`config.mk`:
```
export PLATFORM = sky130hd
export DESIGN_NAME = uart_tx_buffered_flat
export DESIGN_NICKNAME = d
export VERILOG_FILES = /design/src/rtl/uart_pkg.sv /design/src/rtl/uart_tx_buffered_if.sv /design/src/rtl/uart_sync_fifo.sv /design/src/rtl/uart_tx_buffered.sv /design/src/flat_wrapper.sv
export SDC_FILE = /design/constraint.sdc
export NUM_CORES = 1
export LEC_CHECK = 0
export CORE_ASPECT_RATIO = 0.5
export CORE_MARGIN = 4
export CORE_UTILIZATION = 45
export DETAILED_ROUTE_END_ITERATION = 8
export HOLD_SLACK_MARGIN = 0.03
export SLEW_MARGIN = 20
export SYNTH_ARGS = -nofsm -noshare
export SYNTH_HDL_FRONTEND = slang
export SYNTH_SLANG_ARGS = --single-unit
```
`constraint.sdc`:
```
create_clock -name clk_i -period 8.5 [get_ports clk_i]
set_input_delay 1.7 -clock clk_i [delete_from_list [all_inputs] [get_ports clk_i]]
set_output_delay 1.7 -clock clk_i [all_outputs]
set_load 0.05 [all_outputs]
```
`src/rtl/uart_pkg.sv`:
```
// Shared definitions for the buffered UART transmitter.
//   uart_tx_state_e : transmit FSM state encoding
//   UART_DATA_BITS  : data bits per frame
//   UART_IDLE_LVL   : serial line level when no frame is in flight
package uart_pkg;

  typedef enum logic [2:0] {
    IDLE,
    START,
    DATA,
    PARITY,
    STOP
  } uart_tx_state_e;

  localparam int   UART_DATA_BITS = 8;
  localparam logic UART_IDLE_LVL  = 1'b1;

endpackage

```
`src/rtl/uart_tx_buffered_if.sv`:
```
// Byte-write handshake into the UART transmit FIFO.
//   data_i  : byte to transmit (producer -> UART)
//   valid_i : data_i valid (producer -> UART)
//   ready_o : FIFO can accept a byte (UART -> producer)
// A byte transfers on a rising clock edge with valid_i & ready_o.
interface uart_tx_buffered_if;
  import uart_pkg::*;

  logic [UART_DATA_BITS-1:0] data_i;
  logic                      valid_i;
  logic                      ready_o;

  modport master (output data_i, output valid_i, input ready_o);
  modport slave  (input data_i, input valid_i, output ready_o);
endinterface

```
`src/rtl/uart_sync_fifo.sv`:
```
// Single-clock FIFO with registered occupancy count.
//   clk_i, rst_ni : clock, asynchronous active-low reset
//   push_i/data_i : write strobe and data (ignored when full)
//   pop_i/data_o  : read strobe (ignored when empty) and head-of-queue data
//   full_o/empty_o: status derived from the registered count
//   count_o       : current occupancy, 0..DEPTH
// DEPTH must be a power of two so the pointers wrap naturally.
module uart_sync_fifo #(
  parameter int WIDTH = 8,
  parameter int DEPTH = 8
) (
  input  logic                     clk_i,
  input  logic                     rst_ni,
  input  logic                     push_i,
  input  logic [WIDTH-1:0]         data_i,
  input  logic                     pop_i,
  output logic [WIDTH-1:0]         data_o,
  output logic                     full_o,
  output logic                     empty_o,
  output logic [$clog2(DEPTH):0]   count_o
);

  localparam int AW = $clog2(DEPTH);
  localparam int CW = AW + 1;
  localparam logic [CW-1:0] DEPTH_C = CW'(DEPTH);

  logic [WIDTH-1:0] mem_q [DEPTH];
  logic [WIDTH-1:0] mem_d [DEPTH];
  logic [AW-1:0]    wr_ptr_q, wr_ptr_d;
  logic [AW-1:0]    rd_ptr_q, rd_ptr_d;
  logic [CW-1:0]    count_q, count_d;
  logic             push_ok, pop_ok;

  assign full_o  = (count_q == DEPTH_C);
  assign empty_o = (count_q == '0);
  assign push_ok = push_i & ~full_o;
  assign pop_ok  = pop_i & ~empty_o;
  assign data_o  = mem_q[rd_ptr_q];
  assign count_o = count_q;

  always_comb begin
    mem_d    = mem_q;
    wr_ptr_d = wr_ptr_q;
    rd_ptr_d = rd_ptr_q;
    count_d  = count_q;
    if (push_ok) begin
      mem_d[wr_ptr_q] = data_i;
      wr_ptr_d        = wr_ptr_q + 1'b1;
    end
    if (pop_ok) begin
      rd_ptr_d = rd_ptr_q + 1'b1;
    end
    if (push_ok && !pop_ok) begin
      count_d = count_q + 1'b1;
    end else if (!push_ok && pop_ok) begin
      count_d = count_q - 1'b1;
    end
  end

  always_ff @(posedge clk_i or negedge rst_ni) begin
    if (!rst_ni) begin
      wr_ptr_q <= '0;
      rd_ptr_q <= '0;
      count_q  <= '0;
    end else begin
      wr_ptr_q <= wr_ptr_d;
      rd_ptr_q <= rd_ptr_d;
      count_q  <= count_d;
    end
  end

  // Storage needs no reset: nothing is read before it is written.
  always_ff @(posedge clk_i) begin
    mem_q <= mem_d;
  end

endmodule

```
`src/rtl/uart_tx_buffered.sv`:
```
// Buffered UART transmitter: TX FIFO feeding an 8N1 serialiser with
// optional even parity. Bytes go out LSB first.
//   clk_i, rst_ni : clock, asynchronous active-low reset
//   wr_if (slave) : data_i/valid_i/ready_o byte-write handshake into the FIFO
//   div_i         : clocks per bit minus one, sampled when a frame starts
//   tx_o          : serial line, idle high, driven from a flop
//   busy_o        : frame in progress or FIFO non-empty
//   fifo_cnt_o    : FIFO occupancy
module uart_tx_buffered
  import uart_pkg::*;
#(
  parameter int FIFO_DEPTH = 8,
  parameter int PARITY_EN  = 0,
  parameter int DIV_W      = 16
) (
  input  logic                          clk_i,
  input  logic                          rst_ni,
  uart_tx_buffered_if.slave             wr_if,
  input  logic [DIV_W-1:0]              div_i,
  output logic                          tx_o,
  output logic                          busy_o,
  output logic [$clog2(FIFO_DEPTH):0]   fifo_cnt_o
);

  localparam int CW    = $clog2(FIFO_DEPTH) + 1;
  localparam int IDX_W = $clog2(UART_DATA_BITS);
  localparam logic [IDX_W-1:0] LAST_IDX = IDX_W'(UART_DATA_BITS - 1);

  logic                      fifo_full, fifo_empty, fifo_push, fifo_pop;
  logic [UART_DATA_BITS-1:0] fifo_rdata;
  logic [CW-1:0]             fifo_cnt;

  // ready depends only on the registered count, so a same-cycle pop
  // never lets a byte through a full FIFO.
  assign wr_if.ready_o = ~fifo_full;
  assign fifo_push     = wr_if.valid_i & ~fifo_full;

  uart_sync_fifo #(
    .WIDTH (UART_DATA_BITS),
    .DEPTH (FIFO_DEPTH)
  ) u_fifo (
    .clk_i   (clk_i),
    .rst_ni  (rst_ni),
    .push_i  (fifo_push),
    .data_i  (wr_if.data_i),
    .pop_i   (fifo_pop),
    .data_o  (fifo_rdata),
    .full_o  (fifo_full),
    .empty_o (fifo_empty),
    .count_o (fifo_cnt)
  );

  uart_tx_state_e            state_q, state_d;
  logic [DIV_W-1:0]          cnt_q, cnt_d;
  logic [DIV_W-1:0]          div_q, div_d;
  logic [UART_DATA_BITS-1:0] shift_q, shift_d;
  logic [IDX_W-1:0]          idx_q, idx_d;
  logic                      par_q, par_d;
  logic                      tx_q, tx_d;
  logic                      bit_end;

  assign bit_end = (cnt_q == '0);

  // tx_d is derived from the current state, so the line trails the FSM by
  // one clock; every bit period is shifted equally and widths are unchanged.
  always_comb begin
    state_d  = state_q;
    cnt_d    = cnt_q;
    div_d    = div_q;
    shift_d  = shift_q;
    idx_d    = idx_q;
    par_d    = par_q;
    tx_d     = UART_IDLE_LVL;
    fifo_pop = 1'b0;

    if (state_q != IDLE) begin
      cnt_d = bit_end ? div_q : cnt_q - 1'b1;
    end

    case (state_q)
      IDLE: begin
        tx_d = UART_IDLE_LVL;
        if (!fifo_empty) begin
          fifo_pop = 1'b1;
          shift_d  = fifo_rdata;
          div_d    = div_i;
          cnt_d    = div_i;
          idx_d    = '0;
          par_d    = 1'b0;
          state_d  = START;
        end
      end
      START: begin
        tx_d = 1'b0;
        if (bit_end) state_d = DATA;
      end
      DATA: begin
        tx_d = shift_q[0];
        if (bit_end) begin
          par_d   = par_q ^ shift_q[0];
          shift_d = shift_q >> 1;
          idx_d   = idx_q + 1'b1;
          if (idx_q == LAST_IDX) begin
            state_d = (PARITY_EN != 0) ? PARITY : STOP;
          end
        end
      end
      PARITY: begin
        tx_d = par_q;
        if (bit_end) state_d = STOP;
      end
      STOP: begin
        tx_d = UART_IDLE_LVL;
        if (bit_end) state_d = IDLE;
      end
      default: begin
        state_d = IDLE;
      end
    endcase
  end

  always_ff @(posedge clk_i or negedge rst_ni) begin
    if (!rst_ni) begin
      state_q <= IDLE;
      cnt_q   <= '0;
      div_q   <= '0;
      shift_q <= '0;
      idx_q   <= '0;
      par_q   <= 1'b0;
      tx_q    <= UART_IDLE_LVL;
    end else begin
      state_q <= state_d;
      cnt_q   <= cnt_d;
      div_q   <= div_d;
      shift_q <= shift_d;
      idx_q   <= idx_d;
      par_q   <= par_d;
      tx_q    <= tx_d;
    end
  end

  assign tx_o       = tx_q;
  assign busy_o     = (state_q != IDLE) | (fifo_cnt != '0);
  assign fifo_cnt_o = fifo_cnt;

endmodule

```
`src/flat_wrapper.sv`:
```
// flat-port wrapper written by rule: the top's interface ports become plain ports
module uart_tx_buffered_flat import uart_pkg::*;
#(
  parameter int FIFO_DEPTH = 8,
  parameter int PARITY_EN  = 0,
  parameter int DIV_W      = 16
)
  (clk_i, rst_ni, div_i, tx_o, busy_o, fifo_cnt_o, wr_if_data_i, wr_if_valid_i, wr_if_ready_o);
  uart_tx_buffered_if wr_if_i ();
  input  logic clk_i;
  input  logic rst_ni;
  input  logic [DIV_W-1:0] div_i;
  output logic tx_o;
  output logic busy_o;
  output logic [$clog2(FIFO_DEPTH):0] fifo_cnt_o;
  input wire logic [$bits(wr_if_i.data_i)-1:0] wr_if_data_i;
  input wire logic [$bits(wr_if_i.valid_i)-1:0] wr_if_valid_i;
  output wire logic [$bits(wr_if_i.ready_o)-1:0] wr_if_ready_o;
  assign wr_if_i.data_i = wr_if_data_i;
  assign wr_if_i.valid_i = wr_if_valid_i;
  assign wr_if_ready_o = wr_if_i.ready_o;
  uart_tx_buffered #(.FIFO_DEPTH(FIFO_DEPTH), .PARITY_EN(PARITY_EN), .DIV_W(DIV_W)) u_core (.clk_i(clk_i), .rst_ni(rst_ni), .wr_if(wr_if_i), .div_i(div_i), .tx_o(tx_o), .busy_o(busy_o), .fifo_cnt_o(fifo_cnt_o));
endmodule
```
==> reports/qor.csv, run 1 <==
stage,metric,value,unit
job,cap_viol_max_count,0,
synthesis,synthCells,472,
worst_setup_path,end_kind,primary output,
clock_tree,cts_buffers,17,
clock_tree,cts_resized,0,
floorplanning,dieArea,0.0146,sq mm
synthesis,yosysUniqueCellTypes,59,
cells_and_area,drive_gt1_share,11.2,%
worst_setup_path,crit_fanout,6,
sta,fin_worst_skew,0.0125,ns
floorplanning,core_area,0.0121,sq mm
placement,gp_congestion,0.781,
route,ant_nets,0,
sta,clock.fmax,242,MHz
synthesis,syn-num-nets,509,
synthesis,synth-seq-cells,122,
grt,grt_max_degree,59,
min_path,hold_class,reg2reg,
worst_setup_path,crit_required,6.80,ns
synthesis,synth-main-ff-cell,edfxtp_1,
sta,setup_viol,0,
cells_and_area,syn2layout_area_growth,18.4,%
clock_tree,cts_hold_buf,0,
cells_and_area,postLayoutCoreUtil,55.8,%
power_and_ir_drop,power.leakage,2.79,nW
power_and_ir_drop,vdd_ir_drop_max,0.000123,V
sta,slew_headroom,31.9,%
placement,dpl.hpwl,7700,microns
power_and_ir_drop,combPwrFrac,21.1,%
synthesis,postSynth.asyncResetShare,47.5,%
cells_and_area,num_antenna_cells,0,
synthesis,seq_area_frac_synth,59.3,%
power_and_ir_drop,power_frac_seq,42.6,%
sta,hold_ws,0.474,ns
power_and_ir_drop,clkPwrFrac,36.3,%
sta,rsz0062_at_grt,false,
worst_setup_path,cp.arrival,2.44,ns
power_and_ir_drop,intPower,1.34,mW
min_path,hp-start,u_core.div_q[6],
clock_tree,clock_path_buffers,2,
grt,grt_overflow_total,0,
worst_setup_path,max_stage_delay,0.74,ns
power_and_ir_drop,p_per_area,287,mW/mm^2
clock_tree,clock_latency,0.41,ns
grt,antenna_found_initial,0,
synthesis,syn_avg_cell_area,12.1,sq um
floorplanning,io_pins,34,
cells_and_area,final_common_cell,nand2_1,
route,vias,3738,
synthesis,netlist_area,0.00569,sq mm
placement,port_buffers,33,
status,status,completed,
clock_tree,root_buffer,clkbuf_16,
placement,dp_slack,4.09,ns
route,drt_pass1_iterations,5,
worst_setup_path,r2r_start,u_core.state_q[1],
synthesis,synth_edf_count,64,
worst_setup_path,critPathKind,reg2out,
floorplanning,rows,28,
worst_setup_path,cp_slowest_cell,clkdlybuf4s50_1,
cells_and_area,nNetsFinal,533,
floorplanning,start_util,47.1,%
route,viasPerCell,5.55,
grt,grt_pass1_wl,20200,microns
worst_setup_path,crit_start,u_core.u_fifo.count_o[2],
sta,fin_setup_tns,0,ns
cells_and_area,layout_common_cells,"nand2_1 (69), edfxtp_1 (64), dfrtp_1 (57), mux2i_1 (44), clkdlybuf4s50_1 (32)",
route,drt-initial-drc-count,386,
floorplanning,die_h,87.5,microns
grt,grt.total_usage,17.7,%
sta,min_period,4.14,ns
route,route.detailed.drc,0,
clock_tree,postCtsSetupRepairBufs,0,
grt,first_global_vias,3650,
worst_setup_path,startpoint_type,flip-flop,
synthesis,yosysWarnings,0,
clock_tree,htree_levels,4,
sta,worst_pin_slew,1.01,ns
power_and_ir_drop,power.switching,599,uW
floorplanning,chipWidth,167,microns
sta,finalMaxSlewViolations,0,
clock_tree,clk_pin_slew,0.06,ns
power_and_ir_drop,switching_share,30.9,%
route,wl_per_cell,18.2,microns
sta,hold_viol_final,0,
clock_tree,cts_num_sinks,122,
clock_tree,cts_tree,yes,
worst_setup_path,cp_cell_sequence,nor4_1 -> nand2_1 -> clkdlybuf4s50_1,
sta,period_share,48.7,%
route,wl,12300,microns
sta,finalWorstSetupSlack,4.36,ns
[flip-flops by register name (all words and copies together), names as in the netlist]
signal and flops:
u_core.cnt_q 16, u_core.div_q 16, u_core.idx_q 3, u_core.par_q 1, u_core.shift_q 8, u_core.state_q 3, u_core.tx_o 1, u_core.u_fifo.count_o 4
u_core.u_fifo.mem_q 64, u_core.u_fifo.rd_ptr_q 3, u_core.u_fifo.wr_ptr_q 3
[metal layers]
metal  wire (microns)  GRT usage, %  vias up
li1                 -             -     1807
met1             6000          25.1     1831
met2             5460          27.4       94
met3              769          5.18        6
met4               55          4.23        0
met5                0             0        -
[through the flow]
stage | std cells | area [sq um] | power (mW)
3_3_place_gp | 642 | 6140 | 1.23
6_report | 673 | 6740 | 1.93
4_1_cts | 673 | 6710 | 1.94
3_5_place_dp | 642 | 6140 | 1.24
5_1_grt | 673 | 6740 | 2.04
2_1_floorplan | 472 | 5690 | 1.11
[Yosys cell counts (2+ instances only)]
cell type  count  area share (%)
mux2_1         3            0.59
dfrtp_1       57              25
o21ai_1       17             1.5
nor2_1        16             1.1
nor3b_1        2            0.26
a31oi_1        2            0.22
nor4_1         4            0.44
ha_1           9             2.0
inv_2          2            0.13
mux2i_1       44             7.7
nor4b_1        2            0.31
o22ai_1       10             1.1
a21oi_1        8            0.70
a211oi_1       3            0.40
nor2b_1        2            0.22
o31a_1         4            0.62
o41a_1         2            0.40
clkbuf_1      20             1.3
and3_1         9            0.99
xor2_1         2            0.31
nor3_1        16             1.4
edfxtp_1      64              34
o31ai_1        2            0.26
nand2b_1       9            0.99
or4b_1         2            0.35
or3_1          3            0.33
buf_1          6            0.40
inv_1          9            0.59
o21a_1         2            0.26
mux2_2         3            0.59
or4_4          2            0.40
a22oi_1       16             2.1
o21ai_0        2            0.18
mux4_2         2            0.79
a22o_1         3            0.46
a221o_1        7             1.2
buf_2          5            0.44
and2_1         2            0.22
nand2_1       69             4.5
xnor2_1        7             1.1
or4_1          5            0.66
[logic make-up (layout without fill, tap and decap cells)]
group	Yosys count	in the layout	share of synthesized area [%]
mux	52	52	9.71
fa+ha+maj	10	10	2.33
buf+inv	43	79	3.08
flops	122	122	59.3
simple gates	149	149	13.3
xor+xnor	9	9	1.38
compound gates	87	87	10.9
[final timing paths]
kind | end | slack, ns | cells after the start
max | busy_o | 4.36 | 3
min | u_core.div_q[6] | 0.47 | 2
max reg2reg | u_core.u_fifo.count_o[3] | 4.58 | 10
min reg2reg | u_core.div_q[6] | 0.47 | 2
max in group asynchronous | u_core.cnt_q[14] | 6.55 | 2
min in group asynchronous | u_core.u_fifo.count_o[3] | 1.44 | 2
[worst max-delay path, delay by kind of cell (launching register included)]
family,cells,cell delay (ns)
AND/OR/NAND/NOR,2,0.84
buffers and inverters,1,0.74
flip-flops,1,0.45
[power groups by stage]
stage          sequential, mW  clock (mW)  combinational [mW]
3_5_place_dp            0.831           0               0.406
2_1_floorplan           0.826           0               0.283
6_report                0.825       0.702               0.407
4_1_cts                 0.821       0.716               0.408
5_1_grt                 0.840       0.746               0.449
3_3_place_gp            0.828           0               0.402
[layout make-up]
type                            count  area [sq um]
Clock inverter                     14           150
Tap cell                          165           206
Timing Repair Buffer               37           355
Clock buffer                       17           425
Fill cell                        1018          5350
Sequential cell                   122          3370
Multi-Input combinational cell    307          2190
Inverter                           11          41.3
(Power assumes the default switching activity.)
==> run 2, diff against run 1 <==
PLACE_DENSITY = 0.66   (was not set)
clock period = 3.6 ns   (was 8.5 ns; I/O delays follow)
==> run 2 against run 1 <==
Compared with the run above: sequential share of layout area decreased by 0.59 points; non-clock buffer count rose by 12; global-route usage is 0.27 points lower; clock-buffer cell count did not move; utilization grew 0.66 points; total power rose by 140%; setup slack got worse by 3.7 ns; clock power up 150%; register-to-register slack got worse by 3.7 ns; largest power group unchanged; critical endpoint unchanged; largest cell class unchanged.
==> reports/qor.csv, run 2 (synthesis results as in run 1) <==
stage,metric,value,unit
power_and_ir_drop,power.switching,1.49,mW
floorplanning,die_h,87.5,microns
cells_and_area,instances_no_fill,686,
worst_setup_path,rr_worst_depth,6,
cells_and_area,fillers,1002,
cells_and_area,top_register,u_core.u_fifo.mem_q,
cells_and_area,nNetsFinal,545,
route,wl,12100,microns
power_and_ir_drop,vdd_ir_drop_max,0.000320,V
route,viasPerCell,5.52,
grt,first_global_vias,3746,
cells_and_area,syn2layout_area_growth,19.8,%
power_and_ir_drop,power_frac_seq,41.6,%
worst_setup_path,crit_fanout,5,
worst_setup_path,r2r_start,u_core.cnt_q[1],
clock_tree,cts_buffers,17,
worst_setup_path,cp.arrival,2.25,ns
clock_tree,cts_num_sinks,122,
cells_and_area,largest_register_ffs,64,
cells_and_area,layout_common_cells,"nand2_1 (69), edfxtp_1 (64), dfrtp_1 (57), mux2i_1 (44), clkdlybuf4s50_1 (32)",
sta,worst_pin_slew,0.764,ns
route,route.detailed.drc,0,
route,wl_met2,5630,microns
cells_and_area,reg_top3,"u_core.u_fifo.mem_q x64, u_core.cnt_q x16, u_core.div_q x16",
placement,gp_congestion,0.805,
power_and_ir_drop,clkPwrFrac,37.0,%
worst_setup_path,end_kind,primary output,
clock_tree,clk_pin_slew,0.07,ns
sta,period_share,82.6,%
cells_and_area,num_antenna_cells,0,
placement,dp.cells,654,
grt,grt_overflow_total,0,
power_and_ir_drop,finalPower,4.64,mW
floorplanning,dieArea,0.0146,sq mm
route,vias,3789,
placement,port_buffers,33,
route,drt-initial-drc-count,244,
grt,antenna_found_initial,0,
floorplanning,io_pins,34,
clock_tree,postCtsSetupRepairBufs,0,
worst_setup_path,reg2reg_slack,0.84,ns
sta,finalWorstSetupSlack,0.627,ns
worst_setup_path,worstReg2RegEnd,u_core.cnt_q[14],
sta,setup_viol,0,
worst_setup_path,critPathKind,reg2out,
sta,clock.fmax,336,MHz
clock_tree,cts_hold_buf,0,
cells_and_area,drive_gt1_share,12.5,%
route,ant_nets,0,
placement,dp_slack,0.818,ns
route,wl_per_cell,17.6,microns
floorplanning,chipWidth,167,microns
grt,grt_pass1_wl,19600,microns
route,drt_pass1_iterations,4,
power_and_ir_drop,power.leakage,2.87,nW
clock_tree,cts_tree,yes,
sta,hold_viol_final,0,
floorplanning,start_util,47.1,%
route,wl_met1,5700,microns
worst_setup_path,cp_slowest_cell,clkdlybuf4s50_1,
route,wl_met3,608,microns
clock_tree,root_buffer,clkbuf_16,
floorplanning,rows,28,
job,cap_viol_max_count,0,
min_path,hold_class,in2async,
status,status,completed,
clock_tree,htree_levels,4,
placement,dpl.hpwl,7410,microns
clock_tree,cts_resized,0,
worst_setup_path,cp_num_buf_inv,1,
clock_tree,clock_latency,0.42,ns
cells_and_area,postLayoutCoreUtil,56.4,%
sta,fin_worst_skew,0.0131,ns
worst_setup_path,max_stage_delay,0.73,ns
worst_setup_path,startpoint_type,flip-flop,
floorplanning,core_area,0.0121,sq mm
sta,rsz0062_at_grt,false,
power_and_ir_drop,p_per_area,680,mW/mm^2
sta,slew_headroom,49.1,%
worst_setup_path,crit_required,2.88,ns
worst_setup_path,cp_cell_sequence,nor4_1 -> nand2_1 -> clkdlybuf4s50_1,
clock_tree,clock_path_buffers,2,
power_and_ir_drop,intPower,3.15,mW
grt,grt.total_usage,17.5,%
grt,grt_max_degree,44,
power_and_ir_drop,switching_share,32.2,%
sta,min_period,2.97,ns
sta,finalMaxSlewViolations,0,
cells_and_area,final_common_cell,nand2_1,
route,route.top_layer_used,met4,
power_and_ir_drop,combPwrFrac,21.4,%
worst_setup_path,crit_family,buffers and inverters,
sta,fin_setup_tns,0,ns
## run 2: changes by cell type in the layout (fill, tap and decap cells not counted), sizes merged
cell and change:
buf +12, clkinv -8, bufinv -1, inv +11, clkinvlp -1
## run 2: power groups by stage
stage | registers [mW] | logic, mW | clock network, mW
floorplan | 1.95 | 0.668 | 0
CTS | 1.93 | 1.00 | 1.75
detailed placement | 1.95 | 0.997 | 0
finish | 1.93 | 0.993 | 1.72
global placement | 1.94 | 0.982 | 0
global route | 1.96 | 1.09 | 1.81
## run 2: worst max-delay path by stage
stage	slack [ns]	endpoint	cells after the start	start
floorplan	0.70	u_core.u_fifo.count_o[3]	13	u_core.state_q[2]
global placement	0.86	u_core.u_fifo.count_o[3]	10	wr_if_valid_i
detailed placement	0.82	u_core.u_fifo.count_o[3]	10	u_core.u_fifo.count_o[3]
CTS	0.60	busy_o	3	u_core.u_fifo.count_o[3]
global route	0.51	busy_o	3	u_core.u_fifo.count_o[0]
finish	0.63	busy_o	3	u_core.u_fifo.count_o[3]
## run 2: worst register-to-register path: stages, from the launching register on
cell	delay, ns
dfrtp_1	0.41
inv_1	0.12
ha_1	0.24
or4b_1	0.63
or4_1	0.84
nor3_1	0.32
nor4_2	0.08
## run 2: layout make-up
class	count	area (sq um)	share of cell area, %
Clock buffer	17	425	6.24
Timing Repair Buffer	49	448	6.57
Inverter	11	41.3	0.605
Sequential cell	122	3370	49.5
Multi-Input combinational cell	307	2160	31.6
Tap cell	165	206	3.03
Clock inverter	15	168	2.46
## run 2: through the flow
| step | cell area (sq um) | hold WS (ns) |
|---|---|---|
| finish | 6820 | 0.281 |
| global route | 6820 | 0.319 |
| CTS | 6820 | 0.478 |
| detailed placement | 6230 | 0.463 |
| global placement | 6230 | 0.461 |
| floorplan | 5690 | 0.424 |
## run 2: metal layers
layer	track usage, %	up-vias
li1	-	1826
met1	22.9	1869
met2	28.5	81
met3	5.05	13
met4	5.72	0
met5	0	-
==> run 3, diff against run 2 <==
PLACE_DENSITY = not set   (was 0.66)
clock period = 2.8 ns   (was 3.6 ns; I/O delays follow)
==> run 3 against run 2 <==
Compared with the run above: total power increased by 29%; combinational power increased by 33%; routed wire length increased by 1.7%; register-to-register slack got worse by 0.51 ns; flip-flop and latch count unchanged; critical endpoint is now wr_if_ready_o; largest power group unchanged.
==> reports/qor.csv, run 3 (synthesis results as in run 1) <==
stage,metric,value,unit
cells_and_area,drive_gt1_share,14.5,%
route,viasPerCell,5.42,
worst_setup_path,reg2reg_slack,0.33,ns
worst_setup_path,startpoint_type,flip-flop,
clock_tree,htree_levels,4,
grt,antenna_found_initial,0,
clock_tree,cts_tree,yes,
clock_tree,postCtsSetupRepairBufs,0,
cells_and_area,reg_top3,"u_core.u_fifo.mem_q x64, u_core.cnt_q x16, u_core.div_q x16",
status,status,completed,
grt,grt_max_degree,33,
worst_setup_path,crit_fanout,6,
cells_and_area,top_register,u_core.u_fifo.mem_q,
sta,hold_ws,0.182,ns
clock_tree,cts_resized,0,
worst_setup_path,r2r_start,u_core.u_fifo.count_o[2],
power_and_ir_drop,vdd_ir_drop_max,0.000337,V
placement,gp_congestion,0.737,
cells_and_area,largest_register_ffs,64,
sta,min_period,2.47,ns
sta,slew_headroom,50.6,%
worst_setup_path,crit_family,buffers and inverters,
grt,grt_pass1_wl,20400,microns
clock_tree,cts_hold_buf,0,
floorplanning,start_util,47.1,%
cells_and_area,final_common_cell,nand2_1,
worst_setup_path,critPathKind,reg2out,
worst_setup_path,cp_cell_sequence,nor3_1 -> nand2_2 -> clkdlybuf4s50_1,
cells_and_area,syn2layout_area_growth,21.5,%
sta,rsz0062_at_grt,false,
min_path,hold_class,in2async,
route,drt_pass1_iterations,5,
cells_and_area,nNetsFinal,554,
floorplanning,die_h,87.5,microns
route,ant_nets,0,
floorplanning,rows,28,
clock_tree,cts_num_sinks,122,
grt,grt.total_usage,17.9,%
grt,grt_overflow_total,0,
sta,worst_pin_slew,0.740,ns
floorplanning,io_pins,34,
route,vias,3769,
clock_tree,clock_latency,0.41,ns
floorplanning,dieArea,0.0146,sq mm
route,drt-initial-drc-count,272,
cells_and_area,num_antenna_cells,0,
sta,fin_setup_tns,0,ns
grt,first_global_vias,3827,
clock_tree,cts_buffers,17,
worst_setup_path,cp.arrival,1.91,ns
route,wl,12300,microns
worst_setup_path,max_stage_delay,0.71,ns
worst_setup_path,rr_worst_depth,11,
worst_setup_path,worstReg2RegEnd,u_core.u_fifo.count_o[3],
cells_and_area,layout_common_cells,"nand2_1 (68), edfxtp_1 (64), dfrtp_1 (57), mux2i_1 (44), clkdlybuf4s50_1 (31)",
route,route.detailed.drc,0,
sta,clock.fmax,405,MHz
placement,port_buffers,33,
floorplanning,core_area,0.0121,sq mm
clock_tree,clk_pin_slew,0.06,ns
placement,dpl.hpwl,7580,microns
sta,setup_viol,0,
sta,hold_viol_final,0,
worst_setup_path,end_kind,primary output,
sta,finalMaxSlewViolations,0,
floorplanning,chipWidth,167,microns
worst_setup_path,crit_required,2.24,ns
route,wl_per_cell,17.6,microns
power_and_ir_drop,power.leakage,2.92,nW
power_and_ir_drop,finalPower,5.99,mW
clock_tree,clock_path_buffers,2,
power_and_ir_drop,p_per_area,865,mW/mm^2
worst_setup_path,cp_slowest_cell,clkdlybuf4s50_1,
sta,period_share,88.3,%
job,cap_viol_max_count,0,
worst_setup_path,cp_num_buf_inv,1,
clock_tree,root_buffer,clkbuf_16,
sta,fin_worst_skew,0.0110,ns
-- run 3: cell types whose count changed in the layout (fill, tap and decap cells not counted), sizes merged --
cell,before,now
clkdlybuf4s50,32,31
buf,17,27
clkinv,0,1
clkinvlp,2,1
-- run 3: metrics by stage --
step | util [%] | setup WS, ns | cells | cell area (sq um)
2_1_floorplan | - | 0.0151 | 472 | 5720
3_3_place_gp | 52.3 | 0.236 | 663 | 6330
3_5_place_dp | 52.3 | 0.164 | 663 | 6330
4_1_cts | 57.2 | 0.311 | 695 | 6920
5_1_grt | 57.2 | 0.138 | 695 | 6920
6_report | 57.2 | 0.329 | 695 | 6920
-- run 3: per-layer routing --
metal / share of wire (%) / global-route usage, % / vias to the layer above
met5: 0 / 0 / -
met4: 0.29 / 5.79 / 0
met3: 5.2 / 4.06 / 4
met2: 46 / 29.7 / 75
met1: 48 / 24.0 / 1839
li1: - / - / 1851
-- run 3: how the worst max path moves through the flow --
| stage | from | end | cells after the start |
|---|---|---|---|
| after global routing | u_core.u_fifo.count_o[2] | u_core.u_fifo.count_o[3] | 11 |
| after global placement | wr_if_valid_i | u_core.u_fifo.count_o[3] | 10 |
| after floorplan | u_core.u_fifo.count_o[3] | u_core.u_fifo.count_o[3] | 11 |
| after CTS | u_core.u_fifo.count_o[2] | wr_if_ready_o | 3 |
| after detailed placement | wr_if_valid_i | u_core.u_fifo.count_o[3] | 10 |
| final | u_core.u_fifo.count_o[2] | wr_if_ready_o | 3 |
-- run 3: final cells by class --
type,count,area [sq um]
clock buffer,17,425
inverter,11,41.3
tap,165,206
sequential,122,3370
multi-input combinational,307,2180
timing repair buffer,58,523
clock inverter,15,166
fill,997,5170
-- run 3: where the power goes --
group | switching (mW) | internal, mW
logic | 0.727 | 0.592
clock network | 0.910 | 1.28
registers | 0.276 | 2.20
total | 1.91 | 4.07
